<file path="src/rtl/pushbutton_conditioner_pkg.sv">
// Shared constants for the pushbutton front end of the uP input port.
// Holds the data-bus width, the IN strobe index and debounce defaults.
package pushbutton_conditioner_pkg;

   localparam int UP_DATA_W               = 4;
   localparam int UP_CS_IN                = 2;
   localparam int DEBOUNCE_CYCLES_DEFAULT = 16;
   localparam int DEBOUNCE_CYCLES_SIM     = 4;

   // The counter must be able to hold DEBOUNCE_CYCLES itself, hence the +1.
   function automatic int cnt_width(input int cycles);
      return $clog2(cycles + 1);
   endfunction

endpackage

</file>
<file path="src/rtl/pushbutton_conditioner_debounce_cell.sv">
// One button: synchronizer chain, stability counter and debounced level.
// rise flags the edge on which the level is about to go 0->1.
module debounce_cell
   import pushbutton_conditioner_pkg::*;
#(
   parameter int SYNC_STAGES     = 2,
   parameter int DEBOUNCE_CYCLES = DEBOUNCE_CYCLES_DEFAULT
) (
   input  logic clk,
   input  logic rst,
   input  logic btn_raw,
   output logic level,
   output logic rise
);

   localparam int            CW       = cnt_width(DEBOUNCE_CYCLES);
   localparam logic [CW-1:0] CNT_LAST = CW'(DEBOUNCE_CYCLES - 1);

   logic [SYNC_STAGES-1:0] sync_q;
   logic                   sync;
   logic [CW-1:0]          cnt;
   logic                   accept;

   assign sync   = sync_q[SYNC_STAGES-1];
   assign accept = (sync != level) && (cnt == CNT_LAST);
   assign rise   = accept && sync;

   // NOTE: the raw input feeds the first flop directly; any gate in front of
   // the chain would let a metastable or glitching value fan out.
   always_ff @(posedge clk or posedge rst) begin
      if (rst) begin
         sync_q <= '0;
      end else begin
         sync_q <= {sync_q[SYNC_STAGES-2:0], btn_raw};
      end
   end

   // Any cycle where sync agrees with the accepted level restarts the count.
   always_ff @(posedge clk or posedge rst) begin
      if (rst) begin
         cnt   <= '0;
         level <= 1'b0;
      end else if (sync == level) begin
         cnt <= '0;
      end else if (accept) begin
         level <= sync;
         cnt   <= '0;
      end else begin
         cnt <= cnt + CW'(1);
      end
   end

endmodule

</file>
<file path="src/rtl/pushbutton_conditioner.sv">
// Conditions the raw pushbuttons for the uP IN port: per-button debounce,
// sticky press-event flags cleared by the IN strobe, and a level/event mux.
module pushbutton_conditioner
   import pushbutton_conditioner_pkg::*;
#(
   parameter int N_BTN           = UP_DATA_W,
   parameter int SYNC_STAGES     = 2,
   parameter int DEBOUNCE_CYCLES = DEBOUNCE_CYCLES_DEFAULT
) (
   input  logic             clk,
   input  logic             rst,
   input  logic [N_BTN-1:0] btn_raw,
   input  logic             sel_event,
   input  logic             rd_ack,
   output logic [N_BTN-1:0] pb_data,
   output logic [N_BTN-1:0] btn_level,
   output logic [N_BTN-1:0] btn_event,
   output logic             event_pending
);

   logic [N_BTN-1:0] rise;

   for (genvar i = 0; i < N_BTN; i++) begin : g_btn
      debounce_cell #(
         .SYNC_STAGES     (SYNC_STAGES),
         .DEBOUNCE_CYCLES (DEBOUNCE_CYCLES)
      ) u_cell (
         .clk     (clk),
         .rst     (rst),
         .btn_raw (btn_raw[i]),
         .level   (btn_level[i]),
         .rise    (rise[i])
      );
   end

   // Set is OR-ed after the clear so a press landing on the ack edge survives.
   always_ff @(posedge clk or posedge rst) begin
      if (rst) begin
         btn_event <= '0;
      end else begin
         btn_event <= (btn_event & ~{N_BTN{rd_ack}}) | rise;
      end
   end

   assign pb_data       = sel_event ? btn_event : btn_level;
   assign event_pending = |btn_event;

endmodule
</file>
<file path="config.mk">
export PLATFORM = sky130hd
export DESIGN_NAME = pushbutton_conditioner
export DESIGN_NICKNAME = d
export VERILOG_FILES = /design/src/rtl/pushbutton_conditioner_pkg.sv /design/src/rtl/pushbutton_conditioner_debounce_cell.sv /design/src/rtl/pushbutton_conditioner.sv
export SDC_FILE = /design/constraint.sdc
export NUM_CORES = 1
export LEC_CHECK = 0
export CAP_MARGIN = 15
export CORE_AREA = 2 2 80 82
export CTS_CLUSTER_DIAMETER = 40
export CTS_CLUSTER_SIZE = 8
export DETAILED_ROUTE_END_ITERATION = 8
export DIE_AREA = 0 0 82 84
export DONT_BUFFER_PORTS = 1
export SLEW_MARGIN = 20
export SYNTH_ARGS = -nofsm -noshare
export SYNTH_HDL_FRONTEND = slang
export SYNTH_SLANG_ARGS = --single-unit
</file>
<file path="constraint.sdc">
create_clock -name clk -period 2.3 [get_ports clk]
set_clock_uncertainty 0.05 [all_clocks]
set_input_delay 0.345 -clock clk [delete_from_list [all_inputs] [get_ports clk]]
set_output_delay 0.345 -clock clk [all_outputs]
set_load 0.01 [all_outputs]
</file>
==> qor.txt <==
register area share after synthesis -> 61.38%
Pleak -> 0.8173 nW
Post-DRT Antenna Nets -> 0
R2R Setup Slk -> 0.94 ns
Pwr Density -> 771.7 nW/um2
antenna violations before repair -> 0
clock slew at reported path FFs -> 0.07 ns
Worst EP arrival -> 1.09 ns
Required @ worst endpoint -> 1.90 ns
ant diodes -> 0
num rows -> 29
Synth Register Bits -> 36
Hold Path Class -> primary input to asynchronous set/reset pin
DR vias/cell -> 4.120
Max Slew Vio Count -> 0
CP Capture Type -> output port
postcts setup bufs -> 0
global placement routability congestion -> 0.7094
hold buffer count at CTS -> 0
Worst Path Max Fanout -> 5
Final setup viols -> 0
r2r worst-path depth -> 4
CTS root buf -> clkbuf_8
Core ar. -> 6096 um2
drt pass-1 iters -> 4
run status -> finished, violations left
CP max stage cell -> dfrtp_1
Top Ports -> 21
clk buf depth -> 2
H-tree levels -> 2
worst vdd rail ir drop -> 0.2132 mV
maximum clock rate -> 672.9 MHz
Num CTS Buffers -> 5
post-synthesis average cell area -> 12.44 um2
Fin. Hold Viols -> 30
total track usage -> 7.823%
die width -> 82 um
setup TNS -> 0 ns
WL/cell -> 11.84 um
fin nets -> 134
DRT Wirelength -> 2368 um
Syn Nets -> 130
die height -> 84 um
Remaining DRCs -> 0
Critical Path Max Stage Delay -> 0.47 ns
vias post-DR -> 824
failing checks -> hold timing
Worst Path Buf+Inv -> 0
clk_lat worst skew -> 0.29 ns
first-pass GRT wire length -> 4008 um
vias in the first global route -> 871
Synthesis Warnings -> 0
Syn-to-layout area delta -> 12.36%
DRT iter0 DRCs -> 35
# resized after CTS -> 0
synthesized area -> 1468 um2
fin util -> 27.05%
hpwl dp -> 1693 um
measured slew at the worst slew-check pin -> 0.4480 ns
Final period util -> 64.62%
Critical Path Source Type -> register
fin crit period -> 1.486 ns
Tot Pwr -> 1.273 mW
Max-slew headroom -> 70.13%
post-synthesis instance total -> 118
Die ar. -> 6888 um2
critical path class -> register to output port
family with the most delay on the worst path -> flip-flops
Clock Sink Count -> 36
largest net degree at the start of global routing -> 37
starting density of the core -> 24.08%
TritonCTS clock tree -> yes
RSZ-0062 raised after global routing -> no
Yosys cell types -> 15
hold_ws -> -0.01302 ns
layout cell share with drive strength beyond 1 -> 17.07%
crit-path cells -> mux2_2
GRT Residual Overflow -> 0
Critical Path Stages -> 1
IO buf count -> 0
Max Cap Viol -> 0
[per-layer routing]
metal / global-route usage (%) / vias to the layer above / share of wire [%]
met5: 0 / - / 0
met4: 3.636 / 0 / 1.1
met3: 3.247 / 4 / 7.1
met2: 11.75 / 22 / 46
met1: 9.605 / 401 / 45
li1: - / 397 / -
[cell type report]
type | instances | area (um2)
Clock buffer | 6 | 72.57
Clock inverter | 2 | 35.03
Fill cell | 625 | 4447
Inverter | 9 | 33.78
Multi-Input combinational cell | 69 | 503.0
Sequential cell | 36 | 900.9
Tap cell | 77 | 96.34
Timing Repair Buffer | 1 | 7.507
[registers in the layout, indices dropped and copies added (netlist names)]
register,cells
btn_event,4
g_btn.u_cell.level,4
g_btn.u_cell.sync_q,8
g_btn.u_cell.cnt,20
[cell usage after synthesis, drive strengths merged]
cell type	number	area, um2
nor2	16	60.06
or4b	4	40.04
o21ai	8	40.04
inv	9	33.78
nand4	1	6.260
buf	4	30.03
dfrtp	36	900.9
nand3	8	60.06
ha	4	50.05
mux2	8	90.09
and3	4	26.28
and2	4	25.02
xor2	12	105.1
[cells by family (layout without fill, tap and decap cells)]
logic type,count (synthesis),count (layout),synth area share [%]
muxes,8,8,6.138
adders and majority gates,4,4,3.410
xor gates and xnor gates,12,12,7.161
AOI/OAI and AO/OA,8,8,2.728
and+or+nand+nor,37,37,14.83
buffers and inverters,13,18,4.348
DFF,36,36,61.38
[layout by cell type, fill, tap and decap left out]
master and count:
o21ai_0 8, bufinv_16 1, inv_1 9, and3_2 1, nand4_1 1, mux2_2 8, ha_1 4, clkinv_2 1
and3_1 3, nand3_1 4, dfrtp_1 36, clkbuf_8 5, nand3_2 4, nor2_1 16, clkbuf_1 1, and2_1 4
xor2_1 12, or4b_1 4, buf_4 1
[power breakdown]
| part | total [mW] | internal [mW] | switching (mW) |
|---|---|---|---|
| logic | 0.0509 | 0.0202 | 0.0307 |
| clock network | 0.547 | 0.322 | 0.226 |
| registers | 0.674 | 0.657 | 0.0172 |
[metrics by stage]
| step | cell area [um2] | setup WS (ns) | hold WS (ns) | std cells |
|---|---|---|---|---|
| 6_report | 1649 | 0.8138 | -0.01302 | 200 |
| 5_1_grt | 1649 | 0.7558 | 0.008368 | 200 |
| 4_1_cts | 1649 | 0.7770 | 0.01421 | 200 |
| 3_5_place_dp | 1541 | 0.9560 | 0.2847 | 192 |
| 3_3_place_gp | 1541 | 0.9388 | 0.2854 | 192 |
| 2_1_floorplan | 1468 | 1.025 | 0.2812 | 118 |
[final timing paths]
check | endpoint | start
worst max-delay path | pb_data[3] | g_btn[3].u_cell.level
worst min-delay path | g_btn[0].u_cell.sync_q[0] | rst
worst max register to register | btn_event[0] | g_btn[0].u_cell.cnt[0]
worst min register to register | g_btn[3].u_cell.sync_q[1] | g_btn[3].u_cell.sync_q[0]
max in group asynchronous | g_btn[3].u_cell.cnt[1] | rst
min in group clk | g_btn[2].u_cell.sync_q[0] | btn_raw[2]
Note: power is estimated with default switching activity, not from simulation.
